--- src/rtl/video_pointer_pkg.sv ---
// Shared constants, register map and FSM state encoding for the video pointer loader.
// The CLEAR state exists only when VIDEO_POINTER_LOADER_CLEAR_EN is defined.
package video_pointer_pkg;

    localparam int unsigned RAM_DEPTH = 2048;
    localparam int unsigned ADDR_W    = 11;
    localparam int unsigned DATA_W    = 16;

    localparam logic [ADDR_W-1:0] RAM_LAST = ADDR_W'(RAM_DEPTH - 1);

    localparam logic [1:0] REG_ADDR = 2'd0;
    localparam logic [1:0] REG_DATA = 2'd1;
    localparam logic [1:0] REG_CTRL = 2'd2;
    localparam logic [1:0] REG_RSVD = 2'd3;

    typedef enum logic [2:0] {
        ST_IDLE,
        ST_ACCESS,
        ST_ACK,
        ST_RELEASE
`ifdef VIDEO_POINTER_LOADER_CLEAR_EN
        , ST_CLEAR
`endif
    } state_t;

endpackage

--- src/rtl/video_pointer_loader_if.sv ---
// Host register bus: request/ack handshake with a 2-bit register select.
interface video_pointer_loader_if;

    logic        bus_sel;
    logic        bus_we;
    logic [1:0]  bus_reg;
    logic [15:0] bus_wdata;
    logic [15:0] bus_rdata;
    logic        bus_ack;

    modport master (
        output bus_sel, bus_we, bus_reg, bus_wdata,
        input  bus_rdata, bus_ack
    );

    modport slave (
        input  bus_sel, bus_we, bus_reg, bus_wdata,
        output bus_rdata, bus_ack
    );

endinterface

--- src/rtl/video_pointer_loader.sv ---
// Host-driven loader for the pointer RAM: auto-incrementing ADDR/DATA port, fixed 2-cycle ack.
// Define VIDEO_POINTER_LOADER_CLEAR_EN to build in the RAM clear engine (CTRL bit0).
module video_pointer_loader
    import video_pointer_pkg::*;
(
    input  logic              clk,
    input  logic              reset,
    video_pointer_loader_if.slave bus,
    output logic [ADDR_W-1:0] ram_w_addr,
    output logic [DATA_W-1:0] ram_w_data,
    output logic              ram_w_enable,
    output logic              ram_w_clk_enable,
    output logic              busy
);

    state_t            state;
    logic [1:0]        lat_reg;
    logic              lat_we;
    logic [ADDR_W-1:0] lat_wdata;
    logic [ADDR_W-1:0] addr;

`ifdef VIDEO_POINTER_LOADER_CLEAR_EN
    logic              clear_req;
`else
    assign busy = 1'b0;
`endif

    // Both RAM strobes come from the same flop.
    assign ram_w_clk_enable = ram_w_enable;

    always_ff @(posedge clk or posedge reset) begin
        if (reset) begin
            state         <= ST_IDLE;
            lat_reg       <= REG_ADDR;
            lat_we        <= 1'b0;
            lat_wdata     <= '0;
            addr          <= '0;
            bus.bus_ack   <= 1'b0;
            bus.bus_rdata <= '0;
            ram_w_addr    <= '0;
            ram_w_data    <= '0;
            ram_w_enable  <= 1'b0;
`ifdef VIDEO_POINTER_LOADER_CLEAR_EN
            clear_req     <= 1'b0;
            busy          <= 1'b0;
`endif
        end else begin
            case (state)
                ST_IDLE: begin
                    if (bus.bus_sel) begin
                        lat_reg      <= bus.bus_reg;
                        lat_we       <= bus.bus_we;
                        lat_wdata    <= bus.bus_wdata[ADDR_W-1:0];
                        ram_w_addr   <= addr;
                        ram_w_data   <= bus.bus_wdata;
                        // Strobe is registered so it is high exactly during ACCESS.
                        ram_w_enable <= bus.bus_we && (bus.bus_reg == REG_DATA);
                        state        <= ST_ACCESS;
                    end
                end

                ST_ACCESS: begin
                    ram_w_enable  <= 1'b0;
                    bus.bus_ack   <= 1'b1;
                    bus.bus_rdata <= '0;
                    case (lat_reg)
                        REG_ADDR: begin
                            if (lat_we) addr <= lat_wdata;
                            else        bus.bus_rdata <= DATA_W'(addr);
                        end
                        REG_DATA: begin
                            if (lat_we) addr <= addr + ADDR_W'(1);
                        end
                        REG_CTRL: begin
                            if (!lat_we) bus.bus_rdata <= DATA_W'(busy);
`ifdef VIDEO_POINTER_LOADER_CLEAR_EN
                            else if (lat_wdata[0]) clear_req <= 1'b1;
`endif
                        end
                        default: ;
                    endcase
                    state <= ST_ACK;
                end

                ST_ACK: begin
                    bus.bus_ack   <= 1'b0;
                    bus.bus_rdata <= '0;
`ifdef VIDEO_POINTER_LOADER_CLEAR_EN
                    if (clear_req) begin
                        clear_req    <= 1'b0;
                        busy         <= 1'b1;
                        ram_w_enable <= 1'b1;
                        ram_w_addr   <= '0;
                        ram_w_data   <= '0;
                        state        <= ST_CLEAR;
                    end else begin
                        state <= ST_RELEASE;
                    end
`else
                    state <= ST_RELEASE;
`endif
                end

                ST_RELEASE: begin
                    if (!bus.bus_sel) state <= ST_IDLE;
                end

`ifdef VIDEO_POINTER_LOADER_CLEAR_EN
                // One zero word per cycle; a request waiting on bus_sel is picked up from IDLE.
                ST_CLEAR: begin
                    if (ram_w_addr == RAM_LAST) begin
                        ram_w_enable <= 1'b0;
                        busy         <= 1'b0;
                        addr         <= '0;
                        state        <= ST_IDLE;
                    end else begin
                        ram_w_addr <= ram_w_addr + ADDR_W'(1);
                    end
                end
`endif

                default: state <= ST_IDLE;
            endcase
        end
    end

endmodule
--- src/flat_wrapper.sv ---
// flat-port wrapper written by rule: the top's interface ports become plain ports
module video_pointer_loader_flat import video_pointer_pkg::*;
  (clk, reset, ram_w_addr, ram_w_data, ram_w_enable, ram_w_clk_enable, busy, bus_bus_sel, bus_bus_we, bus_bus_reg, bus_bus_wdata, bus_bus_rdata, bus_bus_ack);
  video_pointer_loader_if bus_i ();
  input  logic clk;
  input  logic reset;
  output logic [ADDR_W-1:0] ram_w_addr;
  output logic [DATA_W-1:0] ram_w_data;
  output logic ram_w_enable;
  output logic ram_w_clk_enable;
  output logic busy;
  input wire logic [$bits(bus_i.bus_sel)-1:0] bus_bus_sel;
  input wire logic [$bits(bus_i.bus_we)-1:0] bus_bus_we;
  input wire logic [$bits(bus_i.bus_reg)-1:0] bus_bus_reg;
  input wire logic [$bits(bus_i.bus_wdata)-1:0] bus_bus_wdata;
  output wire logic [$bits(bus_i.bus_rdata)-1:0] bus_bus_rdata;
  output wire logic [$bits(bus_i.bus_ack)-1:0] bus_bus_ack;
  assign bus_i.bus_sel = bus_bus_sel;
  assign bus_i.bus_we = bus_bus_we;
  assign bus_i.bus_reg = bus_bus_reg;
  assign bus_i.bus_wdata = bus_bus_wdata;
  assign bus_bus_rdata = bus_i.bus_rdata;
  assign bus_bus_ack = bus_i.bus_ack;
  video_pointer_loader u_core (.clk(clk), .reset(reset), .bus(bus_i), .ram_w_addr(ram_w_addr), .ram_w_data(ram_w_data), .ram_w_enable(ram_w_enable), .ram_w_clk_enable(ram_w_clk_enable), .busy(busy));
endmodule
--- config.mk ---
export PLATFORM = sky130hd
export DESIGN_NAME = video_pointer_loader_flat
export DESIGN_NICKNAME = d
export VERILOG_FILES = /design/src/rtl/video_pointer_pkg.sv /design/src/rtl/video_pointer_loader_if.sv /design/src/rtl/video_pointer_loader.sv /design/src/flat_wrapper.sv
export SDC_FILE = /design/constraint.sdc
export NUM_CORES = 1
export LEC_CHECK = 0
export CAP_MARGIN = 20
export CORE_MARGIN = 2
export CORE_UTILIZATION = 40
export CTS_CLUSTER_SIZE = 25
export DETAILED_ROUTE_END_ITERATION = 8
export GPL_TIMING_DRIVEN = 0
export HOLD_SLACK_MARGIN = 0.15
export MAX_ROUTING_LAYER = met4
export PLACE_DENSITY = 0.68
export SYNTH_ARGS = -nofsm -noshare
export SYNTH_HDL_FRONTEND = slang
export SYNTH_SLANG_ARGS = --single-unit
--- constraint.sdc ---
create_clock -name clk -period 3.71 [get_ports clk]
set_clock_uncertainty 0.05 [all_clocks]
set_input_delay 0.371 -clock clk [delete_from_list [all_inputs] [get_ports clk]]
set_output_delay 0.371 -clock clk [all_outputs]
set_load 0.02 [all_outputs]
======== Yosys cells after proc, flatten, opt, wreduce, memory -nomap -nowiden ========
Index checks and enable logic that the tools add are counted.
storage, ports and cells
  logic and storage cells ................. 42
  bits of input ports ..................... 22
  flip-flop bits (word level) ............. 73
cells by class
  $add $sub $neg .......................... 1
  reduce and logical (&&, ||, !) cells .... 10
  eq/ne operators ......................... 9
  mux-type cells .......................... 12
operators with widths
  kind                                                                    number
  11-bit two-way mux                                                      3
  16-bit one-hot mux with 2 select lines                                  1
  11-bit one-hot mux with 2 select lines                                  1
  16-bit two-way mux                                                      1
  3-bit one-hot mux with 4 select lines                                   1
  11-bit by 1-bit adder with 11-bit output (second input constant)        1
  3-bit by 2-bit equality test with 1-bit output (second input constant)  2
  3-bit two-way mux                                                       2
  2-bit AND reduction                                                     3
  2-bit nonzero test                                                      3
  2-bit by 1-bit equality test with 1-bit output (second input constant)  2
  2-bit by 1-bit != test with 1-bit output (second input constant)        2
  2-bit != test (second input constant)                                   2
  1-bit one-hot mux with 2 select lines                                   2
  4-bit AND reduction                                                     1
  3-bit by 1-bit equality test with 1-bit output (second input constant)  1
  3-bit logical NOT                                                       1
  2-bit logical NOT                                                       1
  1-bit logical AND                                                       1
  1-bit two-way mux                                                       1

======== Logic depth before layout (Yosys ltp) ========
  word-level depth ........................ 4
  depth in mapped cells ................... 7

======== Worst setup path before layout ========
OpenSTA, ideal clock, no wires.
  kind .................................... reg2reg
  from .................................... reg u_core.state[0]
  to ...................................... reg u_core.lat_reg[0]
  stages on the path, launching flop included .. 6
  setup slack ............................. 2168 ps
  arrival ................................. 1368 ps
  clock period less this slack ............ 1542 ps
  data required time ...................... 3535 ps
  setup time .............................. 125 ps
  cell sequence ........................... dfrtp_1 > inv_1 > ha_1 > nand2_1 > buf_2 > mux2_2
between the ends
  longest elaborated chain between the ends .. 2
ends and longest elaborated chain
  what                                  RTL line                    text
  from (decl)                           video_pointer_loader.sv:16  state_t state;
  from (signal assigned)                video_pointer_loader.sv:33  state <= ST_IDLE;
  from (signal assigned)                video_pointer_loader.sv:58  state <= ST_ACCESS;
  from (signal assigned)                video_pointer_loader.sv:82  state <= ST_ACK;
  3-bit logical NOT                     video_pointer_loader.sv:48  case (state)
  2-bit AND reduction (no source line)  --
  to (signal assigned)                  video_pointer_loader.sv:51  lat_reg <= bus.bus_reg;
  to (decl)                             video_pointer_loader.sv:17  logic [1:0] lat_reg;
No other way between the ends.
A chain may end at the register's enable or synchronous reset.

======== Final worst setup path ========
  from .................................... reg u_core.state[1]
  to ...................................... reg u_core.addr[8]
between the ends
  longest elaborated chain between the ends .. 2
ends and longest elaborated chain
  what                                            RTL line                    text
  3-bit by 1-bit equality test with 1-bit output  video_pointer_loader.sv:48
  4-bit AND reduction (no source line)            --
  to (signal assigned)                            video_pointer_loader.sv:68  if (lat_we) addr <= lat_wdata;
  to (signal assigned)                            video_pointer_loader.sv:72  if (lat_we) addr <= addr + ADDR_W'(1);
  to (decl)                                       video_pointer_loader.sv:20  logic [ADDR_W-1:0] addr;
No other way between the ends.

==> impl_metrics.toml <==
[status]
status = "finished clean"

[timing]
fin_crit_ps = 1870
rsz0062_at_grt = "false"
fmax_mhz = 533
tightest_slew_ps = 632
setup_tns_ps = 0
slew_viol_final = 0
relSlewSlack_pct = 57.7
hold_viol_final = 0
setup_viol = 0
holdWs_ps = 271
post-route-period-util_pct = 50.5

[final_layout]
largest-register = "u_core.ram_w_data"
final_cell_count_no_fill = 387
n_antenna_cell = 0
stdcell_area_sq_um = 3390
nets = 336
largest_register_ffs = 16
area_delta_synth_final_pct = 33.3
layout-drive-gt1-share_pct = 17.4

[global_route]
grt.overflow.total = 0
grt_pass1_vias = 1904
grt_usage_pct = 16.3
grt_max_degree = 44
grt_antenna_before_repair = 0
grt_pass1_wl_mm = 9.03

[routing]
ant_nets = 0
firstDrtPassIters = 4
drc_errors = 0
viasPerCell = 5.01
vias = 1938
drt_iter0_drc = 77
wl_per_cell_um = 13.9
routed_wl_mm = 5.40

[floorplan]
rows = 29
io_pins = 69
die_h_um = 83.7
core_area_sq_um = 6240
design.die.area_sq_um = 7000
die_w_um = 83.7
start_util_pct = 40.7

[clock_network]
htree_num_levels = 2
cts_made_buffers = 5
clkSinkCount = 56
root_buffer = "clkbuf_8"
cts_resized = 0
worstSkewPairLatency_ps = 300
cts_tree = "yes"
post_cts_buffers = 0
clk_pin_slew_ps = 100
clockBufferDepth = 2
ctsHoldBuffers = 0

[pwr]
power_frac_seq_pct = 37.4
power_switching_mw = 1.18
comb_power_share_pct = 51.1
leakage_nw = 1.45
power.internal_mw = 1.78
ir_worst_vdd_uv = 419
power_density_nw_per_um2 = 874
clockPowerShare_pct = 11.5
netSwitchingFraction_pct = 39.9

[worst_setup_path]
critical_path_arrival_ps = 2040
worstSetupStartpointType = "flop"
r2r_cells = 6
r2r_slack_ps = 1840
path_max_fanout = 9
endpoint_kind = "flop"
required_ps = 3870
criticalPathCategory = "flop to flop"

[synth]
syn_area_per_cell_sq_um = 10.9
synth_top_area_share_pct = 55.2
ys_seq_area_share_pct = 55.2
yosysUniqueCellTypes = 34
yosys_warnings = 0
yosysTopAreaCell = "dfrtp_1"
netlist_area_sq_um = 2540
synth_area_leaders = "dfrtp_1 (55%), mux2_2 (13%), o21ai_0 (4.5%)"
syn_inst = 234
ys_ff_latch = 56

[placed_design]
hpwl_mm = 3.93
dp.cells = 379
port_buffers = 62
postPlaceCellArea_sq_um = 3300
gp_congestion = 0.780

[flow_run]
cap_violations = 0

[worst_hold_path]
hp-class = "input port to async pin"
synthesized netlist by cell type:
| master | number |
|---|---|
| a211oi_1 | 2 |
| a21oi_1 | 9 |
| a22o_1 | 1 |
| a22oi_1 | 1 |
| a2bb2oi_1 | 1 |
| a311oi_1 | 2 |
| a31oi_1 | 1 |
| and3_1 | 2 |
| and4_1 | 1 |
| buf_2 | 8 |
| buf_4 | 8 |
| buf_6 | 1 |
| clkbuf_1 | 4 |
| conb_1 | 1 |
| dfrtp_1 | 56 |
| ha_1 | 5 |
| inv_1 | 18 |
| mux2_2 | 29 |
| mux2i_1 | 2 |
| nand2_1 | 22 |
| nand2b_1 | 2 |
| nand3_1 | 8 |
| nand3b_1 | 1 |
| nand4_1 | 1 |
| nor2_1 | 8 |
| nor2b_1 | 1 |
| nor3_1 | 5 |
| nor4_1 | 2 |
| nor4bb_1 | 1 |
| o21a_1 | 1 |
| o21ai_0 | 23 |
| o22a_1 | 1 |
| o22ai_1 | 4 |
| or3_1 | 2 |
per-layer routing:
metal,share of wire [%],up-vias,global-route usage [%]
met4,0.63,0,3.96
met2,48,56,26.7
met3,3.9,2,2.77
met1,47,932,21.4
met5,0,-,-
li1,-,948,-
stage by stage:
stage	total power, mW	util (%)	setup WS (ps)
2_1_floorplan	1.99	-	1920
3_3_place_gp	2.60	52.5	895
3_5_place_dp	2.64	52.8	1750
4_1_cts	2.99	54.3	1870
5_1_grt	3.17	54.3	1680
6_report	2.96	54.3	1840
power by group through the flow:
stage	Combinational, mW	Sequential, mW	Clock (mW)
final	1.51	1.11	0.339
after global routing	1.65	1.15	0.377
after CTS	1.53	1.11	0.350
after detailed placement	1.52	1.12	0
after global placement	1.49	1.11	0
after floorplan	0.678	1.32	0
layout make-up:
| cell class | instances | area [sq um] |
|---|---|---|
| Sequential cell | 56 | 1400 |
| Multi-Input combinational cell | 144 | 963 |
| Inverter | 18 | 67.6 |
| Buffer | 21 | 126 |
| Clock buffer | 8 | 90.1 |
| Fill cell | 565 | 2860 |
| Tap cell | 77 | 96.3 |
| Timing Repair Buffer | 63 | 641 |
cells in the final DEF, fill, tap and decap left out, drive strengths merged, types with 4 or more instances in the layout:
master         count
clkdlybuf4s50     62
dfrtp             56
mux2              29
o21ai             23
nand2             22
inv               18
buf               18
clkbuf            12
a21oi              9
nand3              8
nor2               8
conb               6
nor3               5
ha                 5
o22ai              4
critical path, stage by stage, from the launching register on:
cell      delay, ps
dfrtp_1         420
inv_1           110
ha_1            230
nand2_1          70
nor2_1          490
o21ai_0         160
a311oi_1        250
path summary, 6_finish.rpt:
check / start / to
worst max-delay path: u_core.state[1]$_DFFE_PP0P_ / u_core.addr[8]$_DFFE_PP0P_
worst min-delay path: reset / u_core.ram_w_data[13]$_DFFE_PP0P_
worst max register to register: u_core.state[1]$_DFFE_PP0P_ / u_core.addr[8]$_DFFE_PP0P_
worst min register to register: u_core.ram_w_addr[9]$_DFFE_PP0P_ / u_core.ram_w_addr[9]$_DFFE_PP0P_
max in group asynchronous: reset / u_core.addr[2]$_DFFE_PP0P_
min in group clk: u_core.ram_w_addr[9]$_DFFE_PP0P_ / u_core.ram_w_addr[9]$_DFFE_PP0P_
cell families after synthesis:
kind of cell	synth area share [%]
AOI/OAI and AO/OA	10.4
adders and majority gates	2.46
buffers and inverters	7.64
DFF	55.2
muxes	13.6
other	0.148
and+or+nand+nor	10.5
Note: power is estimated with default switching activity, not from simulation.
